--- config.mk ---
export PLATFORM = sky130hd
export DESIGN_NAME = mips16_muldiv
export DESIGN_NICKNAME = d
export VERILOG_FILES = /design/src/rtl/mips16_muldiv.sv
export SDC_FILE = /design/constraint.sdc
export NUM_CORES = 1
export LEC_CHECK = 0
export ABC_AREA = 1
export CAP_MARGIN = 10
export CELL_PAD_IN_SITES_DETAIL_PLACEMENT = 1
export CELL_PAD_IN_SITES_GLOBAL_PLACEMENT = 1
export CORE_MARGIN = 10
export CORE_UTILIZATION = 38
export CTS_BUF_LIST = sky130_fd_sc_hd__clkbuf_16
export DETAILED_ROUTE_END_ITERATION = 10
export GPL_TIMING_DRIVEN = 0
export MAX_ROUTING_LAYER = met4
export PLACE_DENSITY = 0.74
export SYNTH_ARGS = -nofsm -noshare
export SYNTH_HDL_FRONTEND = slang
export SYNTH_SLANG_ARGS = --single-unit
--- constraint.sdc ---
create_clock -name clock -period 2.3 [get_ports clock]
set_input_delay 0.23 -clock clock [delete_from_list [all_inputs] [get_ports clock]]
set_output_delay 0.23 -clock clock [all_outputs]
set_load 0.01 [all_outputs]
--- src/rtl/mips16_muldiv.sv ---
`default_nettype none
// +----------------------------------------------------------------------------+
// | Module   : mips16_muldiv                                                   |
// | Purpose  : Multi-cycle radix-2 multiply/divide unit owning HI/LO for the   |
// |            mips16_sc core (shift-add multiply, restoring divide).          |
// | Revision : 1.0                                                             |
// +----------------------------------------------------------------------------+
module mips16_muldiv #(
   parameter int WIDTH = 16,
   parameter int CNT_W = 5
) (
   input  logic             clock,
   input  logic             reset_n,
   input  logic             start,
   input  logic [1:0]       op,
   input  logic [WIDTH-1:0] a,
   input  logic [WIDTH-1:0] b,
   input  logic             write_hi,
   input  logic             write_lo,
   input  logic [WIDTH-1:0] wdata,
   input  logic             hi_lo_sl,
   output logic [WIDTH-1:0] hi_lo_out,
   output logic             instr_stall_sl,
   output logic             ready,
   output logic             div_zero,
   output logic             busy
);

   typedef enum logic [1:0] {
      S_IDLE = 2'd0,
      S_CALC = 2'd1,
      S_FIX  = 2'd2,
      S_DONE = 2'd3
   } state_t;

   state_t                 r_state, w_next;
   logic [CNT_W-1:0]       r_cnt;
   logic [1:0]             r_op;
   logic                   r_sign_a, r_sign_b, r_dz;
   logic [WIDTH-1:0]       r_a_raw;
   logic [WIDTH-1:0]       r_opnd;
   logic [2*WIDTH-1:0]     r_acc;
   logic [WIDTH-1:0]       r_hi, r_lo;

   logic                   w_open, w_accept;
   logic                   w_sign_a_in, w_sign_b_in;
   logic [WIDTH-1:0]       w_mag_a_in, w_mag_b_in;
   logic [WIDTH:0]         w_mul_sum, w_div_trial, w_div_diff;
   logic [2*WIDTH-1:0]     w_step, w_prod_neg;
   logic [WIDTH-1:0]       w_q, w_rem, w_fix_hi, w_fix_lo;

   assign w_open   = (r_state == S_IDLE) || (r_state == S_DONE);
   assign w_accept = start && w_open;

   assign w_sign_a_in = ~op[0] & a[WIDTH-1];
   assign w_sign_b_in = ~op[0] & b[WIDTH-1];
   assign w_mag_a_in  = w_sign_a_in ? (~a + WIDTH'(1)) : a;
   assign w_mag_b_in  = w_sign_b_in ? (~b + WIDTH'(1)) : b;

   // r_acc holds {partial product, multiplier} or {remainder, dividend/quotient};
   // r_opnd holds the multiplicand or divisor magnitude.
   always_comb begin
      w_mul_sum   = {1'b0, r_acc[2*WIDTH-1:WIDTH]} + {1'b0, (r_acc[0] ? r_opnd : '0)};
      w_div_trial = {r_acc[2*WIDTH-1:WIDTH], r_acc[WIDTH-1]};
      w_div_diff  = w_div_trial - {1'b0, r_opnd};
      if (r_op[1]) begin
         w_step = {(w_div_diff[WIDTH] ? w_div_trial[WIDTH-1:0] : w_div_diff[WIDTH-1:0]),
                   r_acc[WIDTH-2:0], ~w_div_diff[WIDTH]};
      end else begin
         w_step = {w_mul_sum, r_acc[WIDTH-1:1]};
      end
   end

   always_comb begin
      w_prod_neg = ~r_acc + (2*WIDTH)'(1);
      w_q        = r_acc[WIDTH-1:0];
      w_rem      = r_acc[2*WIDTH-1:WIDTH];
      w_fix_hi   = w_rem;
      w_fix_lo   = w_q;
      if (r_dz) begin
         w_fix_hi = r_a_raw;
         w_fix_lo = '1;
      end else if (r_op[1]) begin
         // Quotient sign from both operands, remainder follows the dividend.
         w_fix_lo = (r_sign_a ^ r_sign_b) ? (~w_q + WIDTH'(1)) : w_q;
         w_fix_hi = r_sign_a ? (~w_rem + WIDTH'(1)) : w_rem;
      end else if (r_sign_a ^ r_sign_b) begin
         {w_fix_hi, w_fix_lo} = w_prod_neg;
      end
   end

   always_ff @(posedge clock or negedge reset_n) begin
      if (!reset_n) begin
         r_state <= S_IDLE;
      end else begin
         r_state <= w_next;
      end
   end

   always_comb begin
      w_next = r_state;
      case (r_state)
         S_IDLE, S_DONE: w_next = start ? S_CALC : S_IDLE;
         S_CALC:         if (r_cnt == CNT_W'(WIDTH-1)) w_next = S_FIX;
         S_FIX:          w_next = S_DONE;
         default:        w_next = S_IDLE;
      endcase
   end

   always_ff @(posedge clock or negedge reset_n) begin
      if (!reset_n) begin
         r_cnt    <= '0;
         r_op     <= '0;
         r_sign_a <= 1'b0;
         r_sign_b <= 1'b0;
         r_dz     <= 1'b0;
         r_a_raw  <= '0;
         r_opnd   <= '0;
         r_acc    <= '0;
         r_hi     <= '0;
         r_lo     <= '0;
      end else begin
         if (w_accept) begin
            r_cnt    <= '0;
            r_op     <= op;
            r_sign_a <= w_sign_a_in;
            r_sign_b <= w_sign_b_in;
            r_dz     <= op[1] && (b == '0);
            r_a_raw  <= a;
            r_opnd   <= op[1] ? w_mag_b_in : w_mag_a_in;
            r_acc    <= {{WIDTH{1'b0}}, (op[1] ? w_mag_a_in : w_mag_b_in)};
         end else if (w_open) begin
            if (write_hi) r_hi <= wdata;
            if (write_lo) r_lo <= wdata;
         end else if (r_state == S_CALC) begin
            r_acc <= w_step;
            r_cnt <= r_cnt + CNT_W'(1);
         end else if (r_state == S_FIX) begin
            r_hi <= w_fix_hi;
            r_lo <= w_fix_lo;
         end
      end
   end

   assign busy           = (r_state == S_CALC) || (r_state == S_FIX);
   assign ready          = (r_state == S_DONE);
   assign div_zero       = (r_state == S_DONE) && r_dz;
   assign instr_stall_sl = busy || w_accept;
   assign hi_lo_out      = hi_lo_sl ? r_hi : r_lo;

endmodule
`default_nettype wire

# --- Word level (Yosys, flattened, before mapping) ---
# Index checks and enable logic that the tools add are counted.
op_classes:
  addsub: 8
  eq_ne: 9
  n_mux: 33
  bitwise: 11
  n_reduce_logical: 14
ops:
  columns: ["operator", "count"]
  rows:
  - ["$mux W16", 23]
  - ["$mux W32", 4]
  - ["$add A16 B1 Y16 const B", 4]
  - ["$not A16 Y16", 4]
  - ["$add A32 B1 Y32 const B", 1]
  - ["$not A32 Y32", 1]
  - ["$add A16 B16 Y17", 1]
  - ["$sub A17 B16 Y17", 1]
  - ["$logic_not A16 Y1", 1]
  - ["$mux W5", 3]
  - ["$ne A2 B2 Y1 const B", 4]
  - ["$reduce_and A4 Y1", 2]
  - ["$pmux W2 S3", 1]
  - ["$add A5 B1 Y5 const B", 1]
  - ["$eq A5 B4 Y1 const B", 1]
  - ["$eq A2 B2 Y1 const B", 2]
  - ["$reduce_bool A2 Y1", 2]
  - ["$logic_and A1 B1 Y1", 3]
  - ["$logic_or A1 B1 Y1", 3]
  - ["$not A1 Y1", 3]
  - ["$and A1 B1 Y1", 2]
  - ["$eq A2 B1 Y1 const B", 1]
  - ["$logic_not A2 Y1", 1]
  - ["$mux W2", 1]
  - ["other kinds (5)", 5]
word_totals:
  reg_bits: 108
  output_inout_bits: 20
  wordCells: 86

# --- Longest topological paths before layout ---
logic_depth:
  word_depth: 8
  depth_mapped: 18

# --- Least setup slack after synthesis ---
# Ideal clock, no wire load.
synth_path:
  path_kind: "register to register"
  start: "register r_acc[0]"
  end: "register r_acc[25]"
  setup_ps: 65
  arrival_ps: 2389
  slack_ps: -154
  path_stages_with_launch: 18
  n_path_buf: 2
  cell_sequence: "dfrtp_1 > buf_2 > buf_1 > nand2_1 > inv_1 > ha_1 > inv_1 > fa_1 > inv_1 > nand3_1 > nand2_1 > nand2_1 > nand2_1 > a21oi_1 > or2_2 > nand3_1 > nand3_1 > nand2_1"
synth_between:
  elab_chain_len: 6
synth_lines:
  columns: ["item", "line_no", "source"]
  rows:
  - ["start, declared", "42", "logic [2*WIDTH-1:0] r_acc;"]
  - ["start signal, assigned", "131", "r_acc <= {{WIDTH{1'b0}}, (op[1] ? w_mag_a_in : w_mag_b_in)};"]
  - ["start signal, assigned", "136", "r_acc <= w_step;"]
  - ["$mux W16", "63", "w_mul_sum = {1'b0, r_acc[2*WIDTH-1:WIDTH]} + {1'b0, (r_acc[0] ? r_opnd : '0)};"]
  - ["$add A16 B16 Y17", "63", null]
  - ["$mux W32", "66", "if (r_op[1]) begin"]
  - ["$mux W32", "135", "end else if (r_state == S_CALC) begin"]
  - ["$mux W32", "132", "end else if (w_open) begin"]
  - ["$mux W32", "123", "if (w_accept) begin"]
# No other way between the ends. The select of a mux whose other input is x is not followed.
# A chain may end at the register's enable or synchronous reset.

# --- Final worst setup path ---
layout_path:
  start: "register r_acc[0]"
  end: "register r_acc[31]"
# The elaborated chain is that of the path after synthesis.

==> out/results.ini <==
[run_status]
status = finished, violations left
violations = setup timing

[cts]
clkSinkCount = 107
cts_tree = yes
cts-root-buf = clkbuf_16
cts_max_level = 3
cts_buffers = 9
clkLatencyLatePin_ns = 0.39
ctsLongestPathBuffers = 2
path_clk_slew_ns = 0.08

[timing]
skew_ns = 0.0285
tightest_slew_ns = 0.759
finalCritPeriodShare_pct = 102
rsz0062_at_grt = yes
max_freq_mhz = 425
finalHoldViolations = 0
relSlewSlack_pct = 49.4
finalSetupViolCount = 4
finalMaxSlewViolations = 0
layout_min_cycle_time_ns = 2.35
setup_slack_ns = -0.0548

[global_route]
grt_antenna_before_repair = 0
grt_use_total_pct = 25.5
grt_pass1_vias = 10800
grt_pass1_wl_mm = 61.0
grt_max_degree = 83
grt_remaining_overflow = 0

[layout]
fin_cells = 1946
finish.instance_area_mm2 = 0.0120
final_nets = 1716
syn_to_final_growth_pct = 28.5
drive_gt1_share_pct = 17.3
diodes = 0

[worst_hold_path]
hold_class = primary input to asynchronous set/reset pin

[synth]
ys_ff_latch = 107
yosys_warnings = 0
synth-edff-count = 0
dominantRegCellSynth = dfrtp_1
syn_avg_cell_area_um2 = 6.31
synthesis.nets = 1577
synth_seq_area_share_pct = 28.7
synth_top_family_by_area = simple AND/OR/NAND/NOR gates
synth_compound_area_share_pct = 16.5
synth_cells = 1478
synth-xor-area-share_pct = 2.63
synthMuxAreaShare_pct = 1.09
synth-simple-area-share_pct = 34.4
synthArstFlopShare_pct = 100
syn-cell-area_mm2 = 0.00933
synth_fa_ha_area_share_pct = 5.93
synth.distinct_cells = 48

[floorplanning]
rows = 57
die_h_um = 177
fp.coreArea_mm2 = 0.0242
die_w_um = 177
dieArea_mm2 = 0.0312
start_util_pct = 38.5
ios = 76

[drt]
via_per_inst = 5.49
vias = 10700
drt_pass1_iterations = 5
m1WireLength_mm = 18.6
antenna_left = 0
wl_per_cell_um = 20.8
drcViolationCount = 0
wl_met2_mm = 18.8
dr.first_iter.drc_count = 823
wl_met3_mm = 1.93
highest_layer = met4
routed_wl_mm = 40.4

[power]
p_int_w = 0.00959
pwr-share-seq_pct = 18.2
power_frac_comb_pct = 73.5
cellPowerDensity_mw_per_mm2 = 1770
p_sw_w = 0.0117
clockPowerShare_pct = 8.4
ir_worst_vdd_mv = 0.555
leakage_nw = 5.81
p_sw_share_pct = 55.0

[placement]
io_buffers = 75
hpwlAfterDp_mm = 30.6
place.gp.congestion = 0.934
dpl_cell_area_mm2 = 0.0105
pre_cts_slack_ns = -0.473
dpl.cell_count = 1878

[job]
maxCapViolations = 0

[critical_path]
cp_data_arrival_time_ns = 2.66
crit_path_max_fanout = 6
slowest_stage = ha_1
worst_path_most_repeated_cell = nand2_1
worst_setup_path_start_kind = flop
critPathCaptureType = flop
path_cells = buf_6, buf_6, nand2_1, inv_1, ha_1, nand2_1, nor2_1, nand3_4, a21oi_2, o21ai_1, inv_1, nand2_2, nand2_1
path_class = flop to flop
crit_required_ns = 2.61
slowest_delay_ns = 0.39

-- registers in the layout, indices dropped and copies added (netlist names) --
name and count:
r_hi 16, r_opnd 16, r_a_raw 16, r_state 2, r_lo 16, r_op 1
r_sign_a 1, r_dz 1, r_sign_b 1, r_cnt 5, r_acc 32
-- power groups by stage --
stage          sequential (W)  clock [W]  combinational, W
2_1_floorplan         0.00339          0           0.00877
3_3_place_gp          0.00392          0            0.0122
3_5_place_dp          0.00396          0            0.0126
4_1_cts               0.00380    0.00179            0.0140
5_1_grt               0.00395    0.00187            0.0172
6_report              0.00387    0.00178            0.0156
-- cells in the mapped netlist (10+ instances only) --
library cell | n | area [um^2]
nand3_1 | 128 | 641
xor2_1 | 20 | 175
a31oi_1 | 10 | 62.6
nand4_1 | 11 | 68.8
inv_2 | 11 | 41.3
o211ai_1 | 11 | 82.6
a21oi_1 | 95 | 475
o21ai_0 | 99 | 495
a221oi_1 | 14 | 123
buf_2 | 14 | 70.1
nand2_2 | 10 | 62.6
dfrtp_1 | 107 | 2680
nand2_1 | 441 | 1660
clkbuf_1 | 28 | 105
inv_1 | 191 | 717
nor2_1 | 144 | 541
ha_1 | 41 | 513
nor3_1 | 12 | 60.1
-- layer usage --
metal	GRT usage (%)	up-vias
met5	-	-
li1	-	5084
met4	8.55	0
met3	2.67	58
met2	39.4	326
met1	34.3	5225
-- kinds of logic after synthesis --
kind of cell	Yosys count
AO/OA/AOI/OAI	268
multiplexers	9
buffers and inverters	253
flip-flops	107
AND/OR/NAND/NOR	770
XOR/XNOR	28
adder cells (fa/ha/maj)	43
-- what timing repair did --
action	in CTS	in global routing
setup endpoints to repair	68	55
endpoints found under the hold margin	25	0
resized for setup	74	125
pin swaps	9	42
hold buffers	1	0
setup buffers	29	23
gates cloned	1	1
-- worst max-delay path, delay by kind of cell (launching register included) --
kind | cells | cell delay [ns]
AOI/OAI and AO/OA | 2 | 0.24
DFF | 1 | 0.38
adders and majority gates | 1 | 0.39
buffers and inverters | 4 | 0.41
and+or+nand+nor | 6 | 0.86
-- metrics by stage --
step / hold WS [ns] / utilization, % / TNS (ns) / power [W]
after floorplan: -0.0656 / - / 0 / 0.0122
after detailed placement: 0.127 / 43.4 / -13.09 / 0.0165
after global routing: 0.338 / 49.5 / -0.934 / 0.0230
final: 0.293 / 49.5 / -0.0904 / 0.0213
after CTS: 0.302 / 46.8 / 0 / 0.0196
after global placement: 0.456 / 43.3 / -379.56 / 0.0162
-- worst paths after layout --
kind / start / to / slack (ns) / depth (start not counted)
setup / recovery: r_acc[0]$_DFFE_PN0P_ / r_acc[31]$_DFFE_PN0P_ / -0.05 / 13
hold / removal: reset_n / r_opnd[12]$_DFFE_PN0P_ / 0.29 / 2
setup reg to reg: r_acc[0]$_DFFE_PN0P_ / r_acc[31]$_DFFE_PN0P_ / -0.05 / 13
hold reg to reg: r_cnt[3]$_DFFE_PN0P_ / r_cnt[3]$_DFFE_PN0P_ / 0.47 / 1
max in group asynchronous: reset_n / r_hi[5]$_DFFE_PN0P_ / 1.27 / 3
min in group clock: wdata[0] / r_hi[0]$_DFFE_PN0P_ / 0.42 / 3
-- layout by cell type, fill, tap and decap left out, types with 13 or more instances in the layout --
master	instances
xor2_1	20
nand3_2	19
o21ai_0	92
a21oi_1	80
nand2_2	27
nand3_1	106
ha_4	17
clkbuf_1	17
buf_4	46
clkdlybuf4s50_1	72
inv_1	182
nor2_1	138
buf_6	14
nand2_1	415
dfrtp_2	18
nor2_2	13
dfrtp_1	89
ha_1	18
inv_2	19
a21oi_2	14
-- layout make-up --
cell class	count	area, um^2
flip-flops and latches	107	2700
plain buffers	48	285
fillers	3252	12300
clock buffers	9	225
well taps	324	405
clock inverters	7	103
repair buffers	131	1260
multi-input cells	1118	6250
inverters	202	761
Note: power is estimated with default switching activity, not from simulation.
